**config.mk**
```make
export PLATFORM = sky130hd
export DESIGN_NAME = dlfloat_result_tx
export DESIGN_NICKNAME = d
export VERILOG_FILES = /design/src/rtl/dlfloat_result_tx.sv
export SDC_FILE = /design/constraint.sdc
export NUM_CORES = 1
export LEC_CHECK = 0
export BUFFER_PORTS_ARGS = -buffer_cell sky130_fd_sc_hd__buf_2
export CORE_ASPECT_RATIO = 1.4
export CORE_MARGIN = 2
export CORE_UTILIZATION = 50
export DETAILED_ROUTE_END_ITERATION = 8
export PLACE_DENSITY = 0.7
export SYNTH_ARGS = -nofsm -noshare
export SYNTH_HDL_FRONTEND = slang
export SYNTH_SLANG_ARGS = --single-unit
export TNS_END_PERCENT = 30
```
**constraint.sdc**
```tcl
create_clock -name clk -period 2.2 [get_ports clk]
set_input_delay 0.44 -clock clk [delete_from_list [all_inputs] [get_ports clk]]
set_output_delay 0.44 -clock clk [all_outputs]
set_load 0.02 [all_outputs]
```
**src/rtl/dlfloat_result_tx.sv**
```systemverilog
// DLFloat16 result streamer: buffers 16-bit results in a DEPTH-word FIFO and sends each as two bytes, high byte first.
// Latency: push into an empty FIFO with the FSM idle shows the high byte on tx_data two edges later; 1 byte/cycle at full rate.
// Backpressure: tx_data/tx_valid hold until tx_ready; res_ready (registered, "not full") drops at DEPTH, a push while low sets sticky ovf.
module dlfloat_result_tx #(
    parameter int DEPTH = 4
) (
    input  logic                     clk,
    input  logic                     rst_n,
    input  logic                     clr,
    input  logic [15:0]              res_in,
    input  logic                     res_valid,
    output logic                     res_ready,
    output logic [7:0]               tx_data,
    output logic                     tx_valid,
    output logic                     tx_last,
    input  logic                     tx_ready,
    output logic                     ovf,
    output logic [$clog2(DEPTH):0]   count
);

    localparam int PW = $clog2(DEPTH);
    localparam int CW = PW + 1;

    typedef enum logic [1:0] {IDLE, HI, LO} state_t;

    state_t          state;
    logic [15:0]     mem [DEPTH];
    logic [PW-1:0]   wptr;
    logic [PW-1:0]   rptr;
    logic [7:0]      lo_byte;
    logic [15:0]     head;
    logic            push;
    logic            pop;
    logic [CW-1:0]   count_nxt;

    assign head      = mem[rptr];
    // clr wins over a same-cycle push, so gating here keeps the storage array free of reset/clear logic
    assign push      = res_valid & res_ready & ~clr;
    assign count_nxt = count + CW'(push) - CW'(pop);

    // Pop when the output register is free: idle, or the low byte is being accepted this cycle
    always_comb begin
        pop = 1'b0;
        if (!clr && count != '0) begin
            case (state)
                IDLE:    pop = 1'b1;
                LO:      pop = tx_ready;
                default: pop = 1'b0;
            endcase
        end
    end

    // Word storage; contents need no reset since count/pointers define validity
    always_ff @(posedge clk) begin
        if (push) mem[wptr] <= res_in;
    end

    // FIFO pointers, occupancy, overflow flag and the byte-serialising FSM
    always_ff @(posedge clk or negedge rst_n) begin
        if (!rst_n) begin
            state     <= IDLE;
            wptr      <= '0;
            rptr      <= '0;
            count     <= '0;
            res_ready <= 1'b1;
            ovf       <= 1'b0;
            lo_byte   <= '0;
            tx_data   <= '0;
            tx_valid  <= 1'b0;
            tx_last   <= 1'b0;
        end else if (clr) begin
            state     <= IDLE;
            wptr      <= '0;
            rptr      <= '0;
            count     <= '0;
            res_ready <= 1'b1;
            ovf       <= 1'b0;
            lo_byte   <= '0;
            tx_data   <= '0;
            tx_valid  <= 1'b0;
            tx_last   <= 1'b0;
        end else begin
            if (push) wptr <= wptr + PW'(1);
            if (pop)  rptr <= rptr + PW'(1);
            count     <= count_nxt;
            // ready is registered, so it only rises the cycle after a pop from full
            res_ready <= (count_nxt != CW'(DEPTH));
            if (res_valid && !res_ready) ovf <= 1'b1;

            case (state)
                IDLE: begin
                    if (pop) begin
                        state    <= HI;
                        tx_data  <= head[15:8];
                        lo_byte  <= head[7:0];
                        tx_valid <= 1'b1;
                        tx_last  <= 1'b0;
                    end else begin
                        tx_valid <= 1'b0;
                    end
                end
                HI: begin
                    if (tx_ready) begin
                        state   <= LO;
                        tx_data <= lo_byte;
                        tx_last <= 1'b1;
                    end
                end
                LO: begin
                    if (tx_ready) begin
                        if (pop) begin
                            // next word follows immediately, no idle cycle between words
                            state   <= HI;
                            tx_data <= head[15:8];
                            lo_byte <= head[7:0];
                            tx_last <= 1'b0;
                        end else begin
                            state    <= IDLE;
                            tx_valid <= 1'b0;
                            tx_last  <= 1'b0;
                        end
                    end
                end
                default: begin
                    state    <= IDLE;
                    tx_valid <= 1'b0;
                    tx_last  <= 1'b0;
                end
            endcase
        end
    end

endmodule

```
* Yosys cells after proc, flatten, opt, wreduce, memory -nomap -nowiden
Memory sizes are Yosys's and may differ from the RTL's. Cells that the tools add are included.
Word-level totals: output and inout bits 15, flip-flop bits (word level) 29, bits of input ports 21, word-level logic and storage cells 78, RAM bits 64, memories 1
Memory list:
- mem | depth 4, bits a word 16, rd ports 1, clocked after memory_dff 0, write ports 1, RTL line 27 | logic [15:0] mem [DEPTH];
Cells by class: muxes and demuxes 37, reductions and logical operators 15, equal/unequal tests 8, add/subtract/negate cells 4, bitwise operators 3
Operators by type and width (number):
- $mux W8 | 7
- $pmux W8 S3 | 1
- $mux W2 | 8
- $pmux W8 S2 | 1
- $mux W1 | 15
- $ne A3 B3 Y1 const B | 5
- $reduce_and A3 Y1 | 3
- $pmux W1 S3 | 2
- $pmux W2 S3 | 1
- $reduce_bool A2 Y1 | 3
- $reduce_bool A3 Y1 | 2
- $add A2 B1 Y2 const B | 2
- $reduce_bool A4 Y1 | 1
- $add A3 B1 Y3 | 1
- $mux W3 | 1
- $sub A3 B1 Y3 | 1
- $and A1 B1 Y1 | 2
- $eq A2 B1 Y1 const B | 1
- $eq A2 B2 Y1 const B | 1
- $logic_and A1 B1 Y1 | 2
- $logic_not A1 Y1 | 2
- $logic_not A2 Y1 | 1
- $ne A2 B2 Y1 const B | 1
- $pmux W1 S2 | 1
- 2 further kinds | 2

* Logic depth before layout (Yosys ltp)
Gate-level depths: netlist of run 1.
depth in word-level cells 7, mapped depth 12, mapped depth without buffers 12

* Least setup slack after synthesis of run 1
OpenSTA, ideal clock, no wires.
path kind reg-to-reg, start point register state[0], end point register res_ready, cell stages (with the launch flop) 13, library setup time 0.084 ns, buffers on the path 0, slack -0.058 ns, clock period less this slack 2.258 ns, arrival 2.174 ns, required time 2.116 ns, cells stage by stage dfrtp_1 > inv_1 > ha_1 > a21oi_2 > nor3_1 > ha_1 > inv_1 > ha_1 > inv_1 > fa_1 > xnor2_1 > nor2_1 > nand3b_1
Between the ends: cells in the longest elaborated chain, start to end 6, elaborated cells between the ends (all ways) 7, those cells by class 1 x add/sub; 2 x eq/ne; 3 x mux; 1 x reduce/logical
Ends and longest elaborated chain:
- start: declaration | RTL line 26 | state_t state;
- start signal: assignment | RTL line 61 | state <= IDLE;
- start signal: assignment | RTL line 72 | state <= IDLE;
- start signal: assignment | RTL line 93 | state <= HI;
- $eq A2 B2 Y1 / $logic_not A2 Y1 (equally long branches) | RTL line 45 | case (state)
- $pmux W1 S2 * | RTL line 45
- $mux W1 * | RTL line 44 | if (!clr && count != '0) begin
- $sub A3 B1 Y3 * | RTL line 39 | assign count_nxt = count + CW'(push) - CW'(pop);
- $ne A3 B3 Y1 * | RTL line 87 | res_ready <= (count_nxt != CW'(DEPTH));
- $mux W1 * | RTL line 71 | end else if (clr) begin
- end signal: assignment | RTL line 87
- end: declaration | RTL line 12 | output logic res_ready,
Mark *: on every way between the ends. The rest lies on a longest branch, timed or not. A chain may end at the register's enable or synchronous reset.

* Final worst setup path of run 1
start point register state[1], end point register res_ready
The elaborated chain is that of the path after synthesis.

==> metrics.log, run 1 <==
INFO  metric outcome = finished, final reports clean
INFO  metric post_route_ant_nets = 0
INFO  metric drv.max_cap_violation_count = 0
INFO  metric max_slew_violation_count = 0
INFO  metric sink_count = 93
INFO  metric clock_path_buffers = 2
INFO  metric grt_setup_unrepaired = yes
INFO  metric num_antenna_cells = 0
INFO  metric worst_slew_pin_slew = 0.658 ns
INFO  metric syn2layout_area_growth = 13.9%
INFO  metric synth-seq-area-share = 66.6%
INFO  metric i_o_pin_total = 36
INFO  metric power.total = 5.20 mW
INFO  metric power.leakage = 1.76 nW
INFO  metric async_reset_ff_share = 31.2%
INFO  metric yosysWarningCount = 0
INFO  metric num_vias = 2184
INFO  metric met3_track_usage_gr = 2.46%
INFO  metric maximum_resistive_drop_on_vdd = 0.524 mV
INFO  metric cts_root_buffer = clkbuf_8
INFO  metric grt_start_max_net_pins = 30
INFO  metric rrSetupSlack = 0.05 ns
INFO  metric global_route.peak_usage_layer = met2
INFO  metric yosys_register_bits = 93
INFO  metric fraction_of_layout_instances_using_a_drive_strength_above_1 = 28.5%
INFO  metric finalClockSkew = 0.00846 ns
INFO  metric synth_cell_type_count = 42
INFO  metric crit_path_end_kind = register
INFO  metric detail_route.iter0.violations = 103
INFO  metric detailedRoute.firstPassIterationCount = 4
INFO  metric cp_slowest_stage_delay = 0.43 ns
INFO  metric synthFlopType = edfxtp_1
INFO  metric power_density = 1150 nW/µm²
INFO  metric globalRoute.totalOverflow = 0
INFO  metric critPathBufInv = 3
INFO  metric fillers = 642
INFO  metric final_cell_mix = edfxtp_1, buf_2, dfrtp_1
INFO  metric detailed_place_hpwl = 4650 µm
INFO  metric io_buffers = 35
INFO  metric drc = 0
INFO  metric floorplan.rows = 38
INFO  metric synthesis.area_per_instance = 15.5 µm²
INFO  metric max_freq = 0.465 GHz
INFO  metric finalNetCount = 344
INFO  metric clkTransAtPathRegs = 0.08 ns
INFO  metric post-synth-top-area-cell = edfxtp_1
INFO  metric synthTopCellsByArea = edfxtp_1, dfrtp_1, mux2i_1, ha_1, mux4_2
INFO  metric insertion_delay = 0.36 ns
INFO  metric worstSetupPathDepth = 12
INFO  metric crit_slowest_cell = dfrtp_1
INFO  metric synthesis.instances = 256
INFO  metric multiInputGateArea = 1210 µm²
INFO  metric placedInstanceArea = 4320 µm²
INFO  metric cts-hold-fix-buffers = 0
INFO  metric finish.instance_area = 4530 µm²
INFO  metric grt_antenna_before_repair = 0
INFO  metric first_global_vias = 2266
INFO  metric cts-htree-levels = 3
INFO  metric place_ws = 0.0270 ns
INFO  metric start_util = 51.3%
INFO  metric postLayoutCoreUtil = 58.5%
INFO  metric final_critical_path_setup_slack = 0.0475 ns
INFO  metric die-area = 8700 µm²
INFO  metric drt-total-wl = 6980 µm
INFO  metric worstSetupStartpointType = register
INFO  metric gpl.final_weighted_congestion = 0.732
INFO  metric path_max_fanout = 3
INFO  metric synth_top_area_share = 48.3%
INFO  metric hold_ws = 0.101 ns
INFO  metric chipWidth = 79.4 µm
INFO  metric grt.total_usage = 18.1%
INFO  metric ff2ff_path_depth = 12
INFO  metric minimum_clock_period = 2.15 ns
INFO  metric tritoncts_clock_tree = done
INFO  metric detail_route.vias_per_cell = 5.25
INFO  metric report.final.hold_viol_count = 0
INFO  metric crit_chain = inv_2 > ha_4 > a21oi_4 > nor3_2 > ha_1 > inv_1 > ha_1 > inv_1 > fa_2 > xnor2_1 > nor2_1 > nand3b_1
INFO  metric setup-violations-final = 0
INFO  metric layout_commonest_cell = edfxtp_1
INFO  metric final-seq-area = 2650 µm²
INFO  metric crit_arrival = 2.44 ns
INFO  metric tritoncts.num_buffers = 9
INFO  metric fp.dieH = 110 µm
INFO  metric required = 2.49 ns
INFO  metric core = 7750 µm²
INFO  metric worst-setup-path-type = register to register
INFO  metric timing.hold.worst.class = primary input to asynchronous set/reset pin
INFO  metric first_pass_grt_wire_length = 11200 µm
INFO  metric synth_fp_nets = 289
INFO  metric timing.max_slew.rel_slack = 56.1%
INFO  metric synth-edff-count = 64
INFO  metric cpLargestDelayFamily = adder cells
INFO  metric synth.cell_area = 3980 µm²
INFO  metric groute.layer.met2.usage = 30.3%
INFO  metric crit_share_post_route = 97.8%
INFO  metric use_met1 = 21.5%
INFO  metric routed_wire_length_per_instance = 16.8 µm
-- registers in the layout, indices dropped and copies added (netlist names) --
register   cells
mem           64
lo_byte        8
tx_data        8
count          3
rptr           2
state          2
wptr           2
ovf            1
res_ready      1
tx_last        1
tx_valid       1
-- path summary, 6_finish.rpt --
kind,start,to
worst min register to register,ovf,ovf
max in group asynchronous,rst_n,tx_data[0]
worst max register to register,state[1],res_ready
worst max-delay path,state[1],res_ready
min in group clk,res_in[10],mem[0][10]
worst min-delay path,rst_n,ovf
-- synthesized netlist by cell type, types with 2 or more instances --
cell       n
nor2_1     8
clkbuf_1   2
xnor2_1    4
and2_1     4
buf_6      5
inv_1     17
a21oi_4    2
nor2b_1    2
a21oi_2    2
mux2_2     3
mux4_2     6
dfrtp_1   28
o21bai_1   2
o22ai_1    8
mux4_1     2
nand2b_1  10
a21oi_1   11
edfxtp_1  64
nor3_1     2
buf_2      2
nand2_1   11
mux2i_1   25
o21ai_0    6
o21ai_1    2
ha_1      11
-- metrics by stage --
stage	std cells	setup TNS, ns
global placement	398	0
global route	416	-0.0680
detailed placement	398	0
CTS	414	0
floorplan	256	0
finish	416	0
-- cell families (layout without fill, tap and decap cells) --
family / Yosys count / after routing / synth area share (%)
AOI/OAI and AO/OA: 38 / 38 / 6.35
adders and majority gates: 12 / 12 / 3.96
DFF: 93 / 93 / 66.6
buffers and inverters: 28 / 88 / 4.03
muxes: 36 / 36 / 11.9
xor gates and xnor gates: 5 / 5 / 1.10
and+or+nand+nor: 44 / 44 / 6.13
-- metal layers --
metal	share of wire [%]	wire length [µm]
met2	52	3620
met5	0	0
met4	3.5	246
met1	42	2920
met3	2.7	185
-- report_power, final --
group          internal (mW)  switching (mW)
Combinational          0.920            1.05
Clock                  0.391           0.546
Sequential              2.14           0.164
Total                   3.45            1.76
-- area by class of cell --
cell class	count	share of cell area, %
clock inverters	7	0.718
flip-flops and latches	93	58.4
multi-input cells	135	26.8
well taps	100	2.76
clock buffers	9	2.73
inverters	17	1.41
repair buffers	55	7.18
-- timing repair --
item                       4_1_cts  5_1_grt
resized for setup                0        7
setup endpoints to repair        0        2
setup buffers                    0        2
-- worst reg2reg max path: cells and delay by family, from the launching register on --
kind,cells,cell delay (ns)
flops,1,0.43
xor+xnor,1,0.13
buf+inv,3,0.19
compound gates,1,0.14
fa+ha+maj,4,0.92
simple gates,3,0.29
(Power assumes the default switching activity.)
==> inputs of run 2 (changes only) <==
--- a/config.mk
+++ b/config.mk
@@ -7,10 +7,10 @@
 export LEC_CHECK = 0
 export BUFFER_PORTS_ARGS = -buffer_cell sky130_fd_sc_hd__buf_2
 export CORE_ASPECT_RATIO = 1.4
-export CORE_MARGIN = 2
 export CORE_UTILIZATION = 50
 export DETAILED_ROUTE_END_ITERATION = 8
 export PLACE_DENSITY = 0.7
+export RECOVER_POWER = 25
 export SYNTH_ARGS = -nofsm -noshare
 export SYNTH_HDL_FRONTEND = slang
 export SYNTH_SLANG_ARGS = --single-unit
==> run 2 against run 1 <==
Against the previous run: global-route usage is 0.18 points higher; largest power group unchanged; die area is 4.3% lower; hold slack better by 0.0044 ns; worst setup slack better by 0.049 ns; clock power is 28% higher; critical path type unchanged; fmax is 2.3% higher; clock skew is 0.0051 ns higher.
==> metrics.log, run 2 (same netlist as run 1, synthesis figures left out) <==
INFO  metric outcome = finished, final reports clean
INFO  metric core = 7750 µm²
INFO  metric chipWidth = 77.4 µm
INFO  metric critPathCapture = res_ready
INFO  metric fp.dieH = 108 µm
INFO  metric worst-setup-path-type = register to register
INFO  metric detailed_place_hpwl = 4480 µm
INFO  metric power_density = 1190 nW/µm²
INFO  metric final-seq-area = 2650 µm²
INFO  metric drt-total-wl = 6830 µm
INFO  metric fraction_of_layout_instances_using_a_drive_strength_above_1 = 25.6%
INFO  metric tritoncts.num_buffers = 9
INFO  metric first_global_vias = 2123
INFO  metric timing.hold.worst.class = primary input to asynchronous set/reset pin
INFO  metric clock_path_buffers = 2
INFO  metric crit_path_end_kind = register
INFO  metric clkTransAtPathRegs = 0.09 ns
INFO  metric place_ws = 0.0529 ns
INFO  metric placedInstanceArea = 4320 µm²
INFO  metric crit_share_post_route = 95.6%
INFO  metric detail_route.iter0.violations = 151
INFO  metric intPower = 3.68 mW
INFO  metric crit_start = state[1]
INFO  metric max_freq = 0.475 GHz
INFO  metric finalClockSkew = 0.0136 ns
INFO  metric post_route_ant_nets = 0
INFO  metric i_o_pin_total = 36
INFO  metric detail_route.vias_per_cell = 5.18
INFO  metric power.leakage = 1.75 nW
INFO  metric dp_cells = 398
INFO  metric largest_registers_ranked_by_flip_flop_count = mem x64, lo_byte x8, tx_data x8
INFO  metric top_signal_layer_used = met4
INFO  metric post_layout_nonfiller_instances = 417
INFO  metric routed_wire_length_per_instance = 16.4 µm
INFO  metric setup-violations-final = 0
INFO  metric clock_network_fraction_of_design_power = 22.1%
INFO  metric final_cell_mix = edfxtp_1, dfrtp_1, mux2i_1
INFO  metric num_antenna_cells = 0
INFO  metric drv.max_cap_violation_count = 0
INFO  metric die-area = 8320 µm²
INFO  metric num_vias = 2161
INFO  metric routed_wire_length_on_met3 = 204 µm
INFO  metric tns = 0 ns
INFO  metric crit_arrival = 2.39 ns
INFO  metric grt.total_usage = 18.3%
INFO  metric regMostFlops = mem
INFO  metric combPwrFrac = 34.7%
INFO  metric detail_route.wirelength.met1 = 2920 µm
INFO  metric worstSetupStartpointType = register
INFO  metric finalNetCount = 345
INFO  metric fillers = 619
INFO  metric final_critical_path_setup_slack = 0.0963 ns
INFO  metric path_max_fanout = 3
INFO  metric gpl.final_weighted_congestion = 0.763
INFO  metric report.final.hold_viol_count = 0
INFO  metric minimum_clock_period = 2.10 ns
INFO  metric regToRegEndpoint = res_ready
INFO  metric multiInputGateArea = 1190 µm²
INFO  metric drc = 0
INFO  metric wl_met2 = 3540 µm
INFO  metric insertion_delay = 0.35 ns
INFO  metric cts-hold-fix-buffers = 0
INFO  metric grt_antenna_before_repair = 0
INFO  metric maximum_resistive_drop_on_vdd = 0.947 mV
INFO  metric layout_commonest_cell = edfxtp_1
INFO  metric cts-htree-levels = 3
INFO  metric timing.max_slew.rel_slack = 55.7%
INFO  metric required = 2.49 ns
INFO  metric sink_count = 93
INFO  metric globalRoute.totalOverflow = 0
INFO  metric floorplan.rows = 38
INFO  metric grt_setup_unrepaired = yes
INFO  metric largest_reg_flops = 64
INFO  metric syn2layout_area_growth = 14.7%
INFO  metric rrSetupSlack = 0.1 ns
INFO  metric r2r-start = state[1]
INFO  metric detailedRoute.firstPassIterationCount = 5
INFO  metric cts_root_buffer = clkbuf_8
INFO  metric grt_start_max_net_pins = 30
INFO  metric switching_share = 32.2%
INFO  metric finish.instance_area = 4560 µm²
INFO  metric hold_ws = 0.105 ns
INFO  metric io_buffers = 35
INFO  metric share_seq_of_total_power = 43.2%
INFO  metric switching_power = 1.74 mW
INFO  metric worst_slew_pin_slew = 0.665 ns
INFO  metric tritoncts_clock_tree = done
INFO  metric ff2ff_path_depth = 12
INFO  metric max_slew_violation_count = 0
INFO  metric start_util = 51.3%
INFO  metric first_pass_grt_wire_length = 10900 µm
[run 2: worst min path at each step]
stage | start | endpoint | slack, ns | depth (start not counted)
floorplan | rst_n | count[0] | 0.14 | 0
global placement | ovf | ovf | 0.48 | 2
detailed placement | lo_byte[0] | lo_byte[0] | 0.48 | 2
CTS | rst_n | ovf | 0.11 | 1
global route | rst_n | wptr[0] | 0.13 | 1
finish | rst_n | wptr[0] | 0.11 | 1
[run 2: layout make-up]
cell class / count / share of cell area (%)
clock buffer: 9 / 2.72
tap: 100 / 2.74
timing repair buffer: 56 / 6.91
multi-input combinational: 135 / 26.2
inverter: 17 / 1.40
clock inverter: 7 / 1.97
sequential: 93 / 58.1
[run 2: critical path, cell delays in order, from the launching register on]
cell and delay [ns]:
dfrtp_1 0.39, inv_1 0.08, ha_2 0.19, a21oi_4 0.13, nor3_2 0.05, ha_1 0.28, inv_1 0.05, ha_1 0.13
inv_1 0.05, fa_2 0.33, xnor2_1 0.13, nor2_1 0.14, nand3b_1 0.10
[run 2: through the flow]
step / power, mW / utilization, %
2_1_floorplan: 3.72 / -
3_3_place_gp: 4.19 / 55.8
3_5_place_dp: 4.22 / 55.8
4_1_cts: 5.42 / 58.5
5_1_grt: 5.75 / 58.9
6_report: 5.42 / 58.9
[run 2: what timing repair did]
action / in CTS / in global routing
buffers inserted: 0 / 3
resized for setup: 0 / 5
endpoints found under the setup margin: 0 / 2
[run 2: layer usage]
| metal | vias to the layer above | global-route usage, % |
|---|---|---|
| met2 | 39 | 30.3 |
| met1 | 1064 | 22.4 |
| li1 | 1047 | - |
| met3 | 11 | 3.81 |
| met4 | 0 | 9.57 |
| met5 | - | 0 |
[run 2: power groups by stage]
stage / combinational, mW / clock, mW / sequential (mW)
after detailed placement: 1.83 / 0 / 2.39
after floorplan: 1.29 / 0 / 2.43
after global routing: 2.07 / 1.30 / 2.38
after global placement: 1.81 / 0 / 2.38
after CTS: 1.84 / 1.22 / 2.35
final: 1.88 / 1.20 / 2.34
==> inputs of run 3 (changes only) <==
--- a/config.mk
+++ b/config.mk
@@ -7,10 +7,11 @@
 export LEC_CHECK = 0
 export BUFFER_PORTS_ARGS = -buffer_cell sky130_fd_sc_hd__buf_2
 export CORE_ASPECT_RATIO = 1.4
-export CORE_UTILIZATION = 50
+export CORE_UTILIZATION = 30
 export DETAILED_ROUTE_END_ITERATION = 8
-export PLACE_DENSITY = 0.7
+export PLACE_DENSITY = 0.5
 export RECOVER_POWER = 25
+export SLEW_MARGIN = 20
 export SYNTH_ARGS = -nofsm -noshare
 export SYNTH_HDL_FRONTEND = slang
 export SYNTH_SLANG_ARGS = --single-unit
==> run 3 against run 2 <==
Against the previous run: die area increased by 65%; final cell count increased by 12%; non-clock buffer count decreased by 2; combinational power increased by 3%; largest cell class unchanged; sequential share of layout area decreased by 1.3 points; utilization decreased by 23 points; via count about the same; critical endpoint unchanged; hold slack improved by 0.044 ns; worst setup slack improved by 0.0068 ns; register-to-register slack about the same.
==> metrics.log, run 3 (same netlist as run 1, synthesis figures left out) <==
INFO  metric first_global_vias = 2346
INFO  metric max_freq = 0.477 GHz
INFO  metric crit_chain = inv_2 > ha_2 > a21oi_4 > nor3_2 > ha_1 > inv_1 > ha_1 > inv_1 > fa_2 > xnor2_1 > nor2_1 > nand3b_1
INFO  metric floorplan.rows = 49
INFO  metric finalClockSkew = 0.00691 ns
INFO  metric cpLargestDelayFamily = adder cells
INFO  metric routed_wire_length_per_instance = 16.5 µm
INFO  metric grt_start_max_net_pins = 30
INFO  metric tritoncts_clock_tree = done
INFO  metric report.final.hold_viol_count = 0
INFO  metric grt_antenna_before_repair = 0
INFO  metric crit_start = state[0]
INFO  metric power.leakage = 1.76 nW
INFO  metric crit_share_post_route = 95.3%
INFO  metric drv.max_cap_violation_count = 0
INFO  metric r2r-start = state[0]
INFO  metric detail_route.vias_per_cell = 4.61
INFO  metric power_density = 1200 nW/µm²
INFO  metric setup-violations-final = 0
INFO  metric crit_arrival = 2.35 ns
INFO  metric timing.hold.worst.class = primary input to asynchronous set/reset pin
INFO  metric post_layout_nonfiller_instances = 468
INFO  metric timing.max_slew.rel_slack = 52.7%
INFO  metric die-area = 13700 µm²
INFO  metric outcome = finished, final reports clean
INFO  metric clock_path_buffers = 2
INFO  metric chipWidth = 99.3 µm
INFO  metric tritoncts.num_buffers = 9
INFO  metric cp_slowest_stage_delay = 0.39 ns
INFO  metric max_slew_violation_count = 0
INFO  metric layout_commonest_cell = edfxtp_1
INFO  metric core = 12900 µm²
INFO  metric worstSetupStartpointType = register
INFO  metric fillers = 1232
INFO  metric post_route_ant_nets = 0
INFO  metric ff2ff_path_depth = 12
INFO  metric clkTransAtPathRegs = 0.06 ns
INFO  metric start_util = 30.9%
INFO  metric cts_root_buffer = clkbuf_16
INFO  metric cts-htree-levels = 3
INFO  metric io_buffers = 35
INFO  metric worstSetupPathDepth = 12
INFO  metric grt.total_usage = 12.3%
INFO  metric fp.dieH = 138 µm
INFO  metric maximum_resistive_drop_on_vdd = 0.373 mV
INFO  metric worst-setup-path-type = register to register
INFO  metric required = 2.46 ns
INFO  metric globalRoute.totalOverflow = 0
INFO  metric largest_registers_ranked_by_flip_flop_count = mem x64, lo_byte x8, tx_data x8
INFO  metric fraction_of_layout_instances_using_a_drive_strength_above_1 = 23.8%
INFO  metric cts-hold-fix-buffers = 0
INFO  metric power.total = 5.61 mW
INFO  metric syn2layout_area_growth = 17.3%
INFO  metric sink_count = 93
INFO  metric detailedRoute.firstPassIterationCount = 4
INFO  metric crit_slowest_cell = dfrtp_1
INFO  metric regMostFlops = mem
INFO  metric gpl.final_weighted_congestion = 0.730
INFO  metric path_max_fanout = 2
INFO  metric drt-total-wl = 7710 µm
INFO  metric num_vias = 2159
INFO  metric grt_setup_unrepaired = yes
INFO  metric final_cell_mix = edfxtp_1, dfrtp_1, mux2i_1
INFO  metric first_pass_grt_wire_length = 12600 µm
INFO  metric detail_route.iter0.violations = 105
INFO  metric dp_cells = 451
INFO  metric num_antenna_cells = 0
INFO  metric drc = 0
INFO  metric largest_reg_flops = 64
INFO  metric finalNetCount = 343
INFO  metric detailed_place_hpwl = 5120 µm
INFO  metric insertion_delay = 0.33 ns
INFO  metric minimum_clock_period = 2.10 ns
INFO  metric crit_path_end_kind = register
INFO  metric worst_slew_pin_slew = 0.710 ns
INFO  metric i_o_pin_total = 36
INFO  metric critPathBufInv = 3
## run 3: path summary, 6_finish.rpt
| path | end | slack [ns] |
|---|---|---|
| max in group asynchronous | tx_data[6] | 1.58 |
| min reg2reg | lo_byte[4] | 0.50 |
| max reg2reg | res_ready | 0.10 |
| min | ovf | 0.15 |
| min in group clk | mem[0][4] | 0.33 |
| max | res_ready | 0.10 |
## run 3: what timing repair did
item | CTS | global route
setup buffers | 0 | 1
setup endpoints to repair | 0 | 2
gates resized for setup | 0 | 7
## run 3: final cells by class
cell class | count | area [µm²] | share of cell area (%)
inverter | 17 | 63.8 | 1.37
sequential | 93 | 2650 | 56.8
multi-input combinational | 135 | 1200 | 25.8
tap | 153 | 191 | 4.10
clock buffer | 11 | 233 | 4.99
clock inverter | 5 | 27.5 | 0.590
timing repair buffer | 54 | 300 | 6.43
## run 3: worst register-to-register path, cell delays in order (launching register included)
cell	delay, ns
dfrtp_1	0.39
inv_2	0.09
ha_2	0.21
a21oi_4	0.06
nor3_2	0.11
ha_1	0.24
inv_1	0.05
ha_1	0.12
inv_1	0.05
fa_2	0.33
xnor2_1	0.13
nor2_1	0.13
nand3b_1	0.10
## run 3: layer usage
metal / GRT usage, % / share of wire, %
met1: 14.4 / 41
met2: 21.6 / 54
met3: 2.22 / 3.0
met4: 5.96 / 1.9
met5: 0 / 0
## run 3: stage by stage
stage               setup slack [ns]  utilization, %  setup TNS (ns)  hold slack [ns]  cell area, µm²
floorplan                    0.00226               -               0            0.144            3980
global placement              0.0978            34.1               0            0.486            4390
detailed placement            0.0541            34.1               0            0.492            4390
CTS                           0.0401            36.1               0            0.181            4650
global route                 -0.0208            36.2         -0.0208            0.208            4670
finish                         0.103            36.2               0            0.149            4670
## run 3: report_power, final
group | switching (mW) | total, mW | internal (mW)
registers | 0.189 | 2.33 | 2.14
logic | 1.03 | 1.93 | 0.903
clock network | 0.592 | 1.35 | 0.756
total | 1.81 | 5.61 | 3.80
